==> src/rtl/hex_display_scanner.sv <==
// Scan controller for a multiplexed 7-segment display: walks a one-hot digit select,
// presents each digit's nibble with gap, leading-zero and lamp-test control, and swaps data only at frame ends.
module hex_display_scanner #(
  parameter int NUM_DIGITS = 4,
  parameter int CLK_DIV    = 1000,
  parameter int GAP_CYCLES = 16
) (
  input  logic                    clk,
  input  logic                    rst_n,
  input  logic                    enable,
  input  logic [4*NUM_DIGITS-1:0] data_in,
  input  logic                    load,
  input  logic                    lz_blank,
  input  logic                    lamp_test_in,
  output logic [3:0]              hexin,
  output logic                    darkN,
  output logic                    LampTest,
  output logic [NUM_DIGITS-1:0]   digit_sel,
  output logic                    frame_done
);

  localparam int CW = $clog2(CLK_DIV);
  localparam int DW = $clog2(NUM_DIGITS);
  localparam int DATA_W = 4 * NUM_DIGITS;

  localparam logic [0:0] S_IDLE = 1'b0;
  localparam logic [0:0] S_SCAN = 1'b1;

  localparam logic [CW-1:0] LAST_CNT = CW'(CLK_DIV - 1);
  localparam logic [CW-1:0] GAP_END  = CW'(GAP_CYCLES);
  localparam logic [DW-1:0] LAST_DIG = DW'(NUM_DIGITS - 1);

  logic [0:0]            state_q, state_d;
  logic [CW-1:0]         cnt_q, cnt_d;
  logic [DW-1:0]         dig_q, dig_d;
  logic [DATA_W-1:0]     disp_q, disp_d;
  logic [DATA_W-1:0]     pend_q, pend_d;
  logic                  pend_vld_q, pend_vld_d;

  logic [3:0]            hexin_q, hexin_d;
  logic                  dark_n_q, dark_n_d;
  logic                  lamp_test_q, lamp_test_d;
  logic [NUM_DIGITS-1:0] digit_sel_q, digit_sel_d;
  logic                  frame_done_q, frame_done_d;

  logic wrap;
  logic commit;

  always_comb begin
    state_d = state_q;
    cnt_d   = cnt_q;
    dig_d   = dig_q;
    wrap    = 1'b0;
    case (state_q)
      S_IDLE: begin
        if (enable) begin
          state_d = S_SCAN;
          cnt_d   = '0;
          dig_d   = '0;
        end
      end
      default: begin
        if (!enable) begin
          state_d = S_IDLE;
          cnt_d   = '0;
          dig_d   = '0;
        end else if (cnt_q == LAST_CNT) begin
          cnt_d = '0;
          if (dig_q == LAST_DIG) begin
            dig_d = '0;
            wrap  = 1'b1;
          end else begin
            dig_d = dig_q + 1'b1;
          end
        end else begin
          cnt_d = cnt_q + 1'b1;
        end
      end
    endcase
  end

  // Pending data reaches the display only at a frame wrap (or at once while idle),
  // so a frame never mixes old and new digits. A load in the commit cycle re-arms pending.
  assign commit     = pend_vld_q & (wrap | (state_q == S_IDLE));
  assign disp_d     = commit ? pend_q : disp_q;
  assign pend_d     = load ? data_in : pend_q;
  assign pend_vld_d = load | (pend_vld_q & ~commit);

  logic [3:0]            nib [NUM_DIGITS];
  logic [NUM_DIGITS-1:1] nib_zero;
  logic [NUM_DIGITS-1:1] lead_zero;
  logic [NUM_DIGITS-1:0] blank_vec;

  assign nib[0]       = disp_d[3:0];
  assign blank_vec[0] = 1'b0;

  genvar gi;
  generate
    for (gi = 1; gi < NUM_DIGITS; gi++) begin : g_digit
      assign nib[gi]      = disp_d[4*gi +: 4];
      assign nib_zero[gi] = (nib[gi] == 4'h0);
      if (gi == NUM_DIGITS - 1) begin : g_top
        assign lead_zero[gi] = nib_zero[gi];
      end else begin : g_low
        assign lead_zero[gi] = nib_zero[gi] & lead_zero[gi+1];
      end
      assign blank_vec[gi] = lz_blank & lead_zero[gi];
    end
  endgenerate

  logic scan_d;
  logic in_gap;
  logic lit;

  // Outputs are derived from next-state values so the registered pins line up with the counters.
  assign scan_d       = (state_d == S_SCAN);
  assign in_gap       = (cnt_d < GAP_END);
  assign lit          = scan_d & ~in_gap;
  assign digit_sel_d  = scan_d ? (NUM_DIGITS'(1) << dig_d) : '0;
  assign hexin_d      = scan_d ? nib[dig_d] : 4'h0;
  assign lamp_test_d  = lit & lamp_test_in;
  assign dark_n_d     = lit & (lamp_test_in | ~blank_vec[dig_d]);
  assign frame_done_d = scan_d & (dig_d == LAST_DIG) & (cnt_d == LAST_CNT);

  always_ff @(posedge clk or negedge rst_n) begin
    if (!rst_n) begin
      state_q      <= S_IDLE;
      cnt_q        <= '0;
      dig_q        <= '0;
      disp_q       <= '0;
      pend_q       <= '0;
      pend_vld_q   <= 1'b0;
      hexin_q      <= 4'h0;
      dark_n_q     <= 1'b0;
      lamp_test_q  <= 1'b0;
      digit_sel_q  <= '0;
      frame_done_q <= 1'b0;
    end else begin
      state_q      <= state_d;
      cnt_q        <= cnt_d;
      dig_q        <= dig_d;
      disp_q       <= disp_d;
      pend_q       <= pend_d;
      pend_vld_q   <= pend_vld_d;
      hexin_q      <= hexin_d;
      dark_n_q     <= dark_n_d;
      lamp_test_q  <= lamp_test_d;
      digit_sel_q  <= digit_sel_d;
      frame_done_q <= frame_done_d;
    end
  end

  assign hexin      = hexin_q;
  assign darkN      = dark_n_q;
  assign LampTest   = lamp_test_q;
  assign digit_sel  = digit_sel_q;
  assign frame_done = frame_done_q;

endmodule

==> config.mk <==
export PLATFORM = sky130hd
export DESIGN_NAME = hex_display_scanner
export DESIGN_NICKNAME = d
export VERILOG_FILES = /design/src/rtl/hex_display_scanner.sv
export SDC_FILE = /design/constraint.sdc
export NUM_CORES = 1
export LEC_CHECK = 0
export CELL_PAD_IN_SITES_DETAIL_PLACEMENT = 0
export CELL_PAD_IN_SITES_GLOBAL_PLACEMENT = 1
export CORE_MARGIN = 10
export CORE_UTILIZATION = 45
export DETAILED_ROUTE_END_ITERATION = 10
export GPL_TIMING_DRIVEN = 0
export PLACE_DENSITY = 0.83
export SYNTH_ARGS = -nofsm -noshare
export SYNTH_HDL_FRONTEND = slang
export SYNTH_SLANG_ARGS = --single-unit
==> constraint.sdc <==
create_clock -name clk -period 2.9 [get_ports clk]
set_clock_uncertainty 0.2 [all_clocks]
set_input_delay 0.29 -clock clk [delete_from_list [all_inputs] [get_ports clk]]
set_output_delay 0.29 -clock clk [all_outputs]
set_load 0.005 [all_outputs]
# ---- Yosys cells after proc, flatten, opt, wreduce, memory -nomap -nowiden
# Cells that the tools add are included.
dict set report word_totals {
  reg_bits 57
}
dict set report classes {
  n_lt_le_gt_ge 3
  n_eq_ne 4
  bitwise 20
  shifts 1
  reduce_logical 3
  add_sub_neg 2
  n_mux 22
}
# cell count
set op_table {}
lappend op_table {{$mux W10} 4}
lappend op_table {{$eq A10 B10 Y1 const B} 2}
lappend op_table {{$mux W16} 1}
lappend op_table {{$mux W4} 4}
lappend op_table {{$and A1 B1 Y1} 12}
lappend op_table {{$logic_not A4 Y1} 3}
lappend op_table {{$add A10 B1 Y10 const B} 1}
lappend op_table {{$lt A10 B5 Y1 const B} 1}
lappend op_table {{$mux W2} 5}
lappend op_table {{$bmux W4 S2} 1}
lappend op_table {{$mux W1} 6}
lappend op_table {{$eq A2 B2 Y1 const B} 2}
lappend op_table {{$not A1 Y1} 4}
lappend op_table {{$shl A1 B2 Y4 const A} 1}
lappend op_table {{$ge A3 B3 Y1 const B} 1}
lappend op_table {{$lt A2 B3 Y1 const B} 1}
lappend op_table {{$not A2 Y3} 1}
lappend op_table {{$or A1 B1 Y1} 3}
lappend op_table {{$add A2 B1 Y2 const B} 1}
lappend op_table {{$bmux W1 S2} 1}

# ---- Logic depth before layout (Yosys ltp)
dict set report logic_depth {
  word_depth 17
  ltp_mapped 8
  ltp_nobuf 7
}

# ---- Least setup slack after synthesis
# OpenSTA, ideal clock, no wires.
dict set report synth_timing {
  path_type {register to register}
  startpoint {reg cnt_q[0]}
  endpoint {reg hexin_q[0] (netlist: hexin[0])}
  path_buffers 1
  required_time_ns 2.570
  setup_ns 0.130
  stages_incl_launch_ff 9
  arrival_ns 1.995
  slack_ns 0.575
  cell_sequence {dfrtp_1 > ha_1 > nand4b_4 > nor3_2 > mux2i_1 > a2bb2oi_2 > buf_4 > mux2i_1 > o22ai_1}
}
dict set report synth_via {
  elab_chain_len 11
  word_cells_on_any_way 15
  cone_classes {eq/ne (1); mux (11); bitwise (3)}
}
# element line_no
set synth_lines {}
lappend synth_lines {{start, declared} 34} ;# logic [CW-1:0] cnt_q, cnt_d;
lappend synth_lines {{start signal, assigned} 140} ;# cnt_q <= cnt_d;
lappend synth_lines {{$eq A10 B10 Y1 *} 67} ;# end else if (cnt_q == LAST_CNT) begin
lappend synth_lines {{$mux W1} 67}
lappend synth_lines {{$mux W1} 63} ;# if (!enable) begin
lappend synth_lines {{$mux W1} 54} ;# case (state_q)
lappend synth_lines {{$or A1 B1 Y1} 84} ;# assign commit = pend_vld_q & (wrap | (state_q == S_IDLE));
lappend synth_lines {{$and A1 B1 Y1} 84}
lappend synth_lines {{$mux W16} 85} ;# assign disp_d = commit ? pend_q : disp_q;
lappend synth_lines {{$bmux W4 S2 *} 120} ;# assign hexin_d = scan_d ? nib[dig_d] : 4'h0;
lappend synth_lines {{$mux W4 (not written as such) * (2 in a row)} 120}
lappend synth_lines {{$mux W4 *} 120}
lappend synth_lines {{named net hexin_d[0]} 40} ;# logic [3:0] hexin_q, hexin_d;
lappend synth_lines {{end signal, assigned} 145} ;# hexin_q <= hexin_d;
lappend synth_lines {{end, declared} 40}
# Mark *: on every way through the listed nets, which the timed path passes. The rest lies on a longest branch. The select of a mux whose other input is x is not followed.
# A chain may end at the register's enable or synchronous reset.

# ---- Worst setup path after layout
dict set report layout_timing {
  startpoint {reg cnt_q[0]}
  endpoint {reg hexin_q[1] (netlist: hexin[1])}
}
# Same word-level chain as after synthesis.

==> impl_metrics.yaml <==
outcome:
  status: "finished clean"
power:
  power_leakage_nw: 1.53
  power_density_mw_per_mm2: 552
  irDropWorstVdd_uv: 357
  p_total_mw: 1.85
drt:
  wl_mm: 5.89
  drt-pass1-iter-count: 4
  drt_iter0_drc: 83
  vias_per_cell: 5.54
  wl_per_cell_um: 17.2
  antenna_left: 0
  drc: 0
  vias: 1901
synthesis:
  async_reset_ff_share_pct: 100
  synth_cells: 219
  yosysUniqueCellTypes: 53
  ys_warn_count: 0
  avgSynthCellArea_um2: 12.5
  synth_edf_count: 0
  synth_top_cell_by_area: "dfrtp_1"
  synthTopCellsByArea: "dfrtp_1 (52%), mux2_4 (8.8%), mux2_2 (6.6%)"
  seq_area_frac_synth_pct: 52.0
  synth_flop_cell: "dfrtp_1"
  synth_nets: 243
  ys_ff_latch: 57
  yosysTopAreaCellShare_pct: 52.0
  synth_area_mm2: 0.00275
clocking:
  htreeDepth: 3
  cts_tree: "yes"
  cts_buffers: 9
  clockBufferDepth: 2
  post-cts-setup-buffers: 0
  cts_num_sinks: 57
  clock_latency_ps: 340
  clk_pin_slew_ps: 70
  cts-root-buf: "clkbuf_8"
timing:
  fin_crit_ps: 2680
  finalMaxSlewViolations: 0
  hold_viol: 0
  finalWorstSetupSlack_ps: 225
  setup_viol: 0
  relSlewSlack_pct: 46.3
  whs_ps: 217
  worst_slew_pin_slew_ps: 803
  fin_crit_sh_pct: 92.3
  rsz0062_at_grt: "no"
  fin_setup_tns_ps: 0
  max_freq_mhz: 374
placed_design:
  post-place-ws_ps: 127
  dpl.hpwl_mm: 4.34
  placed_cells_incl_taps: 326
  port_buffers: 31
  place_area_mm2: 0.00316
  place.gp.congestion: 0.784
setup_path:
  reg2reg_from: "cnt_q[0]"
  r2r-end: "hexin[1]"
  timing.reg2reg.setup_slack_ps: 220
  crit_type: "register to register"
  cp-start-kind: "register"
  critical_path_arrival_ps: 2690
  startpoint: "cnt_q[0]"
  cp-end-kind: "register"
  cp_data_required_time_ps: 2910
  cp-endpoint: "hexin[1]"
  rr_worst_depth: 8
  crit_fanout: 10
job:
  cap_violations: 0
floorplan:
  die_h_um: 98.1
  boundaryPins: 33
  initial_utilization_pct: 46.4
  dieWidth_um: 98.1
  die-area_mm2: 0.00962
  core-area_mm2: 0.00592
  rows: 28
global_route:
  grt_pass1_wl_mm: 10.3
  grt_overflow: 0
  antenna_found_initial: 0
  grt_max_degree: 30
  grt_pass1_vias: 2066
  grt_usage_pct: 13.2
hold_path:
  min_from: "enable"
  hold_class: "primary input to register"
cells_and_area:
  n_antenna_cell: 0
  area_delta_synth_final_pct: 22.4
  fin_area_mm2: 0.00336
  drive_gt1_share_pct: 25.4
  num-nets-final: 287
  stdcell_count: 343
  finalCoreUtilization_pct: 56.7
-- timing repair --
| item | in CTS | in global routing |
|---|---|---|
| gates resized for setup | 0 | 1 |
| hold endpoints to repair | 28 | 0 |
| hold buffers | 1 | 0 |
| endpoints found under the setup margin | 0 | 1 |
-- routing by layer --
| metal | global-route usage [%] | vias up | wire (um) |
|---|---|---|---|
| met5 | 0 | - | 0 |
| met2 | 20.7 | 51 | 2910 |
| li1 | - | 912 | - |
| met1 | 15.9 | 927 | 2580 |
| met3 | 5.50 | 11 | 318 |
| met4 | 4.47 | 0 | 76 |
-- cells in the mapped netlist, types with 2 or more instances --
master and n:
dfrtp_1 57, nor3_1 5, o211ai_1 2, or2_1 2, or3_1 2, nand2_1 14
o22ai_1 4, buf_6 2, nand4_1 2, and3_1 2, a21oi_1 3, inv_1 6
ha_1 2, nor2b_1 2, a31oi_1 3, mux2i_1 11, mux2_2 16, mux2_4 16
o21ai_0 7, clkbuf_1 3, a22o_1 3, nor4bb_1 2, buf_2 3, nand3_2 2
and2_1 2, nand3_1 4, nor2_1 8, nor3b_1 3, nor4_1 6, and4b_1 2
-- worst min-delay path by stage --
stage	end	slack [ps]	cells past startpoint
5_1_grt	state_q	220	1
3_5_place_dp	cnt_q[3]	160	1
6_report	state_q	220	1
2_1_floorplan	LampTest	-210	0
4_1_cts	state_q	220	1
3_3_place_gp	disp_q[0]	280	1
-- power breakdown --
| part | internal (mW) | switching [mW] |
|---|---|---|
| Clock | 0.355 | 0.323 |
| Sequential | 0.873 | 0.0465 |
| Combinational | 0.154 | 0.103 |
| Total | 1.38 | 0.472 |
-- worst max-delay path, stage by stage (launching register included) --
cell and delay [ps]:
dfrtp_1 450, ha_2 280, nand4b_4 170, nor3_2 260
mux2i_1 310, a2bb2oi_2 240, buf_4 260, mux2i_1 260
o22ai_1 120
-- registers in the layout, summed over array words and instances, names as in the netlist --
signal / count
frame_done: 1
LampTest: 1
darkN: 1
pend_vld_q: 1
pend_q: 16
digit_sel: 4
dig_q: 2
state_q: 1
cnt_q: 10
hexin: 4
disp_q: 16
-- cells in the final DEF (no fill, tap or decap), types with 2 or more instances in the layout --
cell             netlist  routed
or3_1                  2       2
inv_1                  6       6
buf_2                  3       4
nand3_2                2       2
clkinvlp_4             0       3
o22ai_1                4       4
a22o_1                 3       3
nor2_1                 8       8
clkbuf_8               0      11
mux2i_1               11      11
or2_1                  2       2
nand2_1               14      14
o21ai_0                7       7
clkdlybuf4s50_1        0      30
and2_1                 2       2
nor2b_1                2       2
nand3_1                4       4
nand4_1                2       2
nor3_1                 5       5
mux2_2                16      16
clkbuf_1               3       4
nor4_1                 6       6
dfrtp_1               57      57
a21oi_1                3       3
nor4bb_1               2       2
nor3b_1                3       3
a31oi_1                3       3
o211ai_1               2       2
mux2_4                16      16
buf_6                  2       2
and4b_1                2       2
and3_1                 2       2
-- area by class of cell --
type,count,area (um^2)
Fill cell,506,2560
Sequential cell,57,1430
Multi-Input combinational cell,147,1240
Timing Repair Buffer,33,335
Clock buffer,12,155
Tap cell,75,93.8
Buffer,9,56.3
Clock inverter,4,27.5
Inverter,6,22.5
-- cell families after synthesis --
group | Yosys count | synth area share [%]
flops | 57 | 52.0
simple gates | 65 | 14.4
compound gates | 37 | 10.6
buf+inv | 15 | 2.87
mux | 43 | 19.3
fa+ha+maj | 2 | 0.911
Power figures use the tool's default switching activity.
